File: src/rtl/adc_spi_responder.sv
// adc_spi_responder: aclk-domain ADC emulator answering CNV/BUSY, streaming samples on SDO lanes and decoding mode commands.
module adc_spi_responder #(
  parameter int NUM_SDO = 4,
  parameter int DATA_WIDTH = 32,
  parameter int CNV_CYCLES = 14,
  parameter logic [DATA_WIDTH-1:0] TEST_PATTERN = 32'h8BADF00D
) (
  input  logic                  aclk,
  input  logic                  aresetn,
  input  logic                  spi_cnv,
  output logic                  spi_busy,
  input  logic                  spi_sck,
  input  logic                  spi_csn,
  input  logic                  spi_sdi,
  output logic [NUM_SDO-1:0]    spi_sdo,
  input  logic                  spi_resetn,
  input  logic [DATA_WIDTH-1:0] s_axis_tdata,
  input  logic                  s_axis_tvalid,
  output logic                  s_axis_tready,
  output logic                  reg_mode,
  output logic [1:0]            lane_md,
  output logic                  overrun
);
  localparam int CW = $clog2(CNV_CYCLES + 1);
  localparam int RW = $clog2(DATA_WIDTH + 1);
  logic [2:0] cnv_q, sck_q, csn_q;
  logic [1:0] sdi_q, rn_q;
  logic [CW-1:0] cnt;
  logic [RW-1:0] rcnt, rcnt_nxt, beats;
  logic [DATA_WIDTH-1:0] sample, shreg, shifted;
  logic [23:0] cmd;
  logic [4:0] bcnt;
  logic [2:0] w;
  logic [3:0] cur_top, nxt_top;
  logic data_ready, cnv_rise, sck_rise, csn_fall, csn_rise, csn_low, rd_en;
  always_comb begin
    cnv_rise = cnv_q[1] & ~cnv_q[2];
    sck_rise = sck_q[1] & ~sck_q[2];
    csn_fall = ~csn_q[1] & csn_q[2];
    csn_rise = csn_q[1] & ~csn_q[2];
    csn_low = ~csn_q[1];
    rd_en = ~reg_mode & data_ready;
    w = (lane_md == 2'b10 && NUM_SDO >= 4) ? 3'd4 : ((lane_md[1] ^ lane_md[0]) && NUM_SDO >= 2) ? 3'd2 : 3'd1;
    shifted = shreg << w;
    cur_top = w == 3'd4 ? shreg[DATA_WIDTH-1 -: 4] : w == 3'd2 ? {2'b0, shreg[DATA_WIDTH-1 -: 2]} : {3'b0, shreg[DATA_WIDTH-1]};
    nxt_top = w == 3'd4 ? shifted[DATA_WIDTH-1 -: 4] : w == 3'd2 ? {2'b0, shifted[DATA_WIDTH-1 -: 2]} : {3'b0, shifted[DATA_WIDTH-1]};
    beats = w == 3'd4 ? RW'(DATA_WIDTH / 4) : w == 3'd2 ? RW'(DATA_WIDTH / 2) : RW'(DATA_WIDTH);
    rcnt_nxt = rcnt + 1'b1;
  end
  always_ff @(posedge aclk) begin
    if (!aresetn) begin
      cnv_q <= '0;
      sck_q <= '0;
      csn_q <= '1;
      sdi_q <= '0;
      rn_q <= '0;
      spi_busy <= 1'b0;
      spi_sdo <= '0;
      s_axis_tready <= 1'b0;
      reg_mode <= 1'b0;
      lane_md <= 2'b00;
      overrun <= 1'b0;
      data_ready <= 1'b0;
      cmd <= '0;
      bcnt <= '0;
      shreg <= '0;
      sample <= '0;
      rcnt <= '0;
      cnt <= '0;
    end else begin
      cnv_q <= {cnv_q[1:0], spi_cnv};
      sck_q <= {sck_q[1:0], spi_sck};
      csn_q <= {csn_q[1:0], spi_csn};
      sdi_q <= {sdi_q[0], spi_sdi};
      rn_q <= {rn_q[0], spi_resetn};
      s_axis_tready <= 1'b0;
      if (!rn_q[1]) begin
        spi_busy <= 1'b0;
        spi_sdo <= '0;
        reg_mode <= 1'b0;
        lane_md <= 2'b00;
        data_ready <= 1'b0;
        cmd <= '0;
        bcnt <= '0;
        shreg <= '0;
        rcnt <= '0;
        cnt <= '0;
      end else begin
        if (csn_fall) begin
          cmd <= '0;
          bcnt <= '0;
          rcnt <= '0;
          if (rd_en) spi_sdo <= cur_top[NUM_SDO-1:0];
        end
        if (sck_rise && csn_low) begin
          cmd <= {cmd[22:0], sdi_q[1]};
          if (bcnt != 5'd24) bcnt <= bcnt + 1'b1;
          if (rd_en) begin
            shreg <= shifted;
            rcnt <= rcnt_nxt;
            if (rcnt_nxt == beats) begin
              data_ready <= 1'b0;
              spi_sdo <= '0;
            end else
              spi_sdo <= nxt_top[NUM_SDO-1:0];
          end
        end
        if (csn_rise) begin
          spi_sdo <= '0;
          if (rd_en) data_ready <= 1'b0;
          if (bcnt == 5'd24) begin
            if (!reg_mode && cmd[23:21] == 3'b101) reg_mode <= 1'b1;
            if (reg_mode && cmd[23:8] == 16'h8020) lane_md <= cmd[7:6];
            if (reg_mode && cmd[23:8] == 16'h8014 && cmd[0]) reg_mode <= 1'b0;
          end
        end
        if (cnv_rise) begin
          if (reg_mode || spi_busy)
            overrun <= 1'b1;
          else begin
            spi_busy <= 1'b1;
            cnt <= CW'(CNV_CYCLES - 1);
            sample <= s_axis_tvalid ? s_axis_tdata : TEST_PATTERN;
            s_axis_tready <= s_axis_tvalid;
          end
        end
        // completion comes last so a fresh sample wins over a same-cycle shift or abort
        if (spi_busy) begin
          if (cnt == '0) begin
            spi_busy <= 1'b0;
            shreg <= sample;
            data_ready <= 1'b1;
            rcnt <= '0;
            if (data_ready || csn_low) overrun <= 1'b1;
          end else
            cnt <= cnt - 1'b1;
        end
      end
    end
  end
endmodule

File: config.mk
export PLATFORM = sky130hd
export DESIGN_NAME = adc_spi_responder
export DESIGN_NICKNAME = d
export VERILOG_FILES = /design/src/rtl/adc_spi_responder.sv
export SDC_FILE = /design/constraint.sdc
export NUM_CORES = 1
export LEC_CHECK = 0
export ABC_CLOCK_PERIOD_IN_PS = 3300
export CORE_ASPECT_RATIO = 0.8
export CORE_UTILIZATION = 45
export DETAILED_ROUTE_END_ITERATION = 12
export PLACE_DENSITY_LB_ADDON = 0.05
export SYNTH_ARGS = -nofsm -noshare
export SYNTH_HDL_FRONTEND = slang
export SYNTH_SLANG_ARGS = --single-unit
File: constraint.sdc
create_clock -name aclk -period 3.3 [get_ports aclk]
set_clock_uncertainty 0.15 [all_clocks]
set_input_delay 0.99 -clock aclk [delete_from_list [all_inputs] [get_ports aclk]]
set_output_delay 0.99 -clock aclk [all_outputs]
set_load 0.05 [all_outputs]
---- Yosys cells after proc, flatten, opt, wreduce, memory -nomap -nowiden ----
Cells that the tools add are included.
cells by class
  mux-type cells .......................... 50
  reduce and logical (&&, ||, !) cells .... 17
  shift operators ......................... 1
  eq/ne operators ......................... 9
  $add $sub $neg .......................... 3
  bitwise gates (word level) .............. 15
operators with widths
  kind                                                                 count
  32-bit two-way mux                                                   5
  24-bit two-way mux                                                   2
  4-bit two-way mux                                                    11
  6-bit two-way mux                                                    7
  16-bit == test (second input constant)                               2
  32-bit by 3-bit left shift with 32-bit output                        1
  1-bit two-way mux                                                    18
  5-bit two-way mux                                                    3
  1-bit NOT                                                            9
  3-bit AND reduction                                                  3
  6-bit by 1-bit adder with 6-bit output (second input constant)       1
  3-bit == test (second input constant)                                2
  6-bit == test                                                        1
  2-bit two-way mux                                                    3
  5-bit by 1-bit adder with 5-bit output (second input constant)       1
  1-bit bitwise AND                                                    5
  5-bit == test (second input constant)                                1
  1-bit logical AND                                                    5
  5-bit inequality test (second input constant)                        1
  4-bit zero test                                                      1
  2-bit nonzero test                                                   2
  4-bit OR reduction                                                   1
  4-bit by 1-bit subtractor with 4-bit output (second input constant)  1
  3-bit by 2-bit == test with 1-bit output (second input constant)     1
  7 further kinds                                                      8
storage, ports and cells
  bits of input ports ..................... 40
  output and inout bits ................... 10
  logic and storage cells ................. 113
  bits in registers ....................... 127

---- Logic depth before layout (Yosys ltp) ----
  depth in word-level cells ............... 14
  mapped depth ............................ 10

---- Least setup slack after synthesis ----
No wires, ideal clock.
  kind .................................... register to register
  start point ............................. reg lane_md[0]
  end point ............................... reg shreg[28]
  arrival time ............................ 2.169 ns
  slack ................................... 0.906 ns
  buffers on the path ..................... 3
  library setup time ...................... 0.075 ns
  cell stages (with the launch flop) ...... 10
  cells stage by stage .................... dfxtp_1 inv_1 ha_1 buf_4 buf_2 buf_2 mux4_2 nand2_1 o21ai_0 o21ai_0
on the way
  cells in the longest elaborated chain, start to end .. 8
  elaborated cells on any way between the ends .. 9
RTL lines
  item                                               line  RTL
  from (decl)                                        21    output logic [1:0] lane_md,
  from (signal assigned)                             113   if (reg_mode && cmd[23:8] == 16'h8020) lane_md <= cmd[7:6];
  1-bit XOR                                          43    w = (lane_md == 2'b10 && NUM_SDO >= 4) ? 3'd4 : ((lane_md[1] ^ lane_md[0]) && NUM_SDO >= 2) ? 3'd2 : 3'd1;
  2-bit two-way mux                                  43
  3-bit two-way mux (*)                              43
  32-bit by 3-bit left shift with 32-bit output (*)  44    shifted = shreg << w;
  32-bit two-way mux (*)                             98    if (rd_en) begin
  32-bit two-way mux (*)                             95    if (sck_rise && csn_low) begin
  32-bit two-way mux                                 129   if (cnt == '0) begin
  32-bit two-way mux (*)                             128   if (spi_busy) begin
  to (signal assigned)                               99    shreg <= shifted;
  to (signal assigned)                               131   shreg <= sample;
  to (decl)                                          30    logic [DATA_WIDTH-1:0] sample, shreg, shifted;
Every way passes the cells marked *; elsewhere a longest branch is shown, timed or not.
A chain may end at the register's enable or synchronous reset.

---- Final worst setup path ----
  start point ............................. reg reg_mode
  end point ............................... out reg_mode
RTL lines
  item                    line  RTL
  from (decl)             20    output logic reg_mode,
  from (signal assigned)  60    reg_mode <= 1'b0;
  from (signal assigned)  80    reg_mode <= 1'b0;
  from (signal assigned)  112   if (!reg_mode && cmd[23:21] == 3'b101) reg_mode <= 1'b1;
No word-level cell between the ends.

==> impl_metrics.toml <==
[flow_run]
maxCapViolCount = 0

[routing]
wl_per_cell_um = 17.2
drc = 0
routed_wl_um = 15900
drtPass1Iterations = 5
drt_iter0_markers = 443
vias_per_cell = 5.76
ant_nets = 0
vias = 5342

[synthesis]
ys.flop_type = "dfxtp_1"
synth_edf_count = 0
synth_warnings = 0
synth_seq_cells = 127
synth.lib_cells_used.distinct = 61
synth_top_area_share_pct = 39.1
synth_fp_nets = 749
synthTopCellsByArea = "dfxtp_1 39%, mux2i_1 8.9%, mux4_2 5.9%"
netlist_area_sq_mm = 0.00650
synth_cells = 702
async_flop_share_pct = 0
synth.largest_area_cell = "dfxtp_1"
seq_area_frac_synth_pct = 39.1
syn_area_per_cell_sq_um = 9.26

[clocking]
cts_sinks = 127
post_cts_resized = 0
post_cts_buffers = 0
cts_tree = "done"
cts_buffers = 17
clock_path_buffers = 2
cts_hold_buf = 0
clockRootBuffer = "clkbuf_16"
clk_pin_slew_ns = 0.06
cts_htree_levels = 4
worstSkewPairLatency_ns = 0.42

[run_status]
status = "complete, no violations"

[sta]
period_minus_slack_ns = 2.98
max_freq_mhz = 335
hold_viol_final = 0
fin_crit_sh_pct = 90.4
slew_headroom_pct = 47.5
worstMarginPinSlew_ns = 0.787
maxSlewViolCount = 0
setup_viol = 0
rsz0062_at_grt = "no"
fin_tns_setup_ns = 0
whs_ns = 0.253

[setup_path]
ff2ff_path_depth = 8
cpPeakStageDelay_ns = 0.88
path_depth = 1
arrival_ns = 1.84
path_buf_inv = 1
critPathKind = "reg -> out"
critical_path_required_ns = 2.16
cp_slowest_cell = "clkdlybuf4s50_1"
critPathLaunchType = "flip-flop"
crit_family = "buffers and inverters"
worstPathCellList = "clkdlybuf4s50_1"
end_kind = "output port"
cp_max_fo = 9

[power_and_ir_drop]
p_clk_share_pct = 55.3
peakVddDrop_mv = 0.335
p_leak_nw = 3.01
switching_share_pct = 22.0
power.density_mw_per_mm2 = 483
internal-power_mw = 2.90
p_seq_share_pct = 41.8
switching_power_uw = 815
combPwrFrac_pct = 2.9

[floorplanning]
io_pins = 50
initial_core_util_pct = 47.0
die_w_um = 136
die_y_um = 109
num_rows = 38
dieArea_sq_mm = 0.0149
coreArea_sq_mm = 0.0138

[cells_and_area]
seqCellArea_sq_mm = 0.00254
nFillCells = 1239
multi_input_area_sq_mm = 0.00359
fin_util_pct = 55.5
drive_gt1_share_pct = 11.2
fin_nets = 781
final_common_cell = "dfxtp_1"
mostFrequentLayoutCells = "127 x dfxtp_1, 66 x a21oi_1, 65 x nand2_1"
area_growth_pct = 18.2
antenna_cells = 0

[global_route]
antenna_found_initial = 0
grt_overflow = 0
grt_pass1_vias = 5002
grt_max_degree = 49
grt.total_usage_pct = 23.1
grt_pass1_wl_um = 26300

[placed_design]
hpwl_um = 11300
port_buffers = 49
place.gp.congestion = 0.870

[min_path]
hold_class = "reg -> reg"
hold_depth = 1
path summary, 6_finish.rpt:
path / startpoint / end / slack (ns)
worst max-delay path: reg_mode$_SDFFE_PN0P_ / reg_mode / 0.32
worst min-delay path: csn_q[0]$_SDFF_PN1_ / csn_q[1]$_SDFF_PN1_ / 0.25
worst max register to register: lane_md[0]$_SDFFE_PN0P_ / shreg[13]$_SDFF_PN0_ / 0.77
worst min register to register: csn_q[0]$_SDFF_PN1_ / csn_q[1]$_SDFF_PN1_ / 0.25
cells by family (layout without fill, tap and decap cells):
family	count (synthesis)	in the layout	share of synthesized area, %
AO/OA/AOI/OAI	196	196	19.2
XOR/XNOR	5	5	0.886
adder cells (fa/ha/maj)	7	7	1.35
buffers and inverters	67	112	5.76
flip-flops	127	127	39.1
multiplexers	77	77	15.2
AND/OR/NAND/NOR	223	223	18.5
cell usage after synthesis, drive strengths merged (4+ instances only):
cell type and n:
o211a 17, nand3 42, nor3 9, a31oi 4, a22o 8, nand2b 11, a211oi 5, a21boi 8
nor2b 10, o21ai 49, a21oi 66, a21o 23, nand3b 20, inv 10, nand4 4, nand2 67
and3 5, buf 37, dfxtp 127, nor2 27, and2 13, clkbuf 19, mux2i 58, mux4 17
ha 7
power groups by stage:
stage	Combinational, mW	Sequential, mW	Clock (mW)
global placement	0.105	1.58	0
finish	0.106	1.55	2.05
detailed placement	0.107	1.58	0
global route	0.115	1.55	2.17
floorplan	0.0446	1.58	0
CTS	0.107	1.55	2.09
state kept, by name (all words and copies together) (netlist names), 2 cells and up:
name	flops
bcnt	5
spi_sdo	4
rn_q	2
shreg	32
cnv_q	3
cnt	4
csn_q	3
rcnt	6
sck_q	3
sdi_q	2
lane_md	2
sample	32
cmd	24
metrics by stage:
step / setup WS [ns] / std cells / total power, mW / cell area [sq um]
6_report: 0.316 / 927 / 3.71 / 7680
3_3_place_gp: 0.557 / 895 / 1.69 / 7040
3_5_place_dp: 0.536 / 895 / 1.69 / 7040
4_1_cts: 0.286 / 927 / 3.75 / 7680
2_1_floorplan: 0.906 / 702 / 1.63 / 6500
5_1_grt: 0.256 / 927 / 3.83 / 7680
area by class of cell:
cell class	instances	share of cell area, %
Multi-Input combinational cell	508	46.7
Sequential cell	127	33.1
Timing Repair Buffer	69	8.34
Clock buffer	17	5.54
Tap cell	180	2.93
Clock inverter	15	2.88
Inverter	11	0.537
routing by layer:
layer  global-route usage [%]  part of all wire [%]  vias to the layer above  wire length, um
li1                         -                     -                     2635                -
met5                        0                     0                        -                0
met2                     31.5                    41                      142             6470
met3                     5.67                   5.0                       20              790
met1                     34.9                    53                     2545             8480
met4                     7.46                   1.2                        0              187
(Power assumes the default switching activity.)
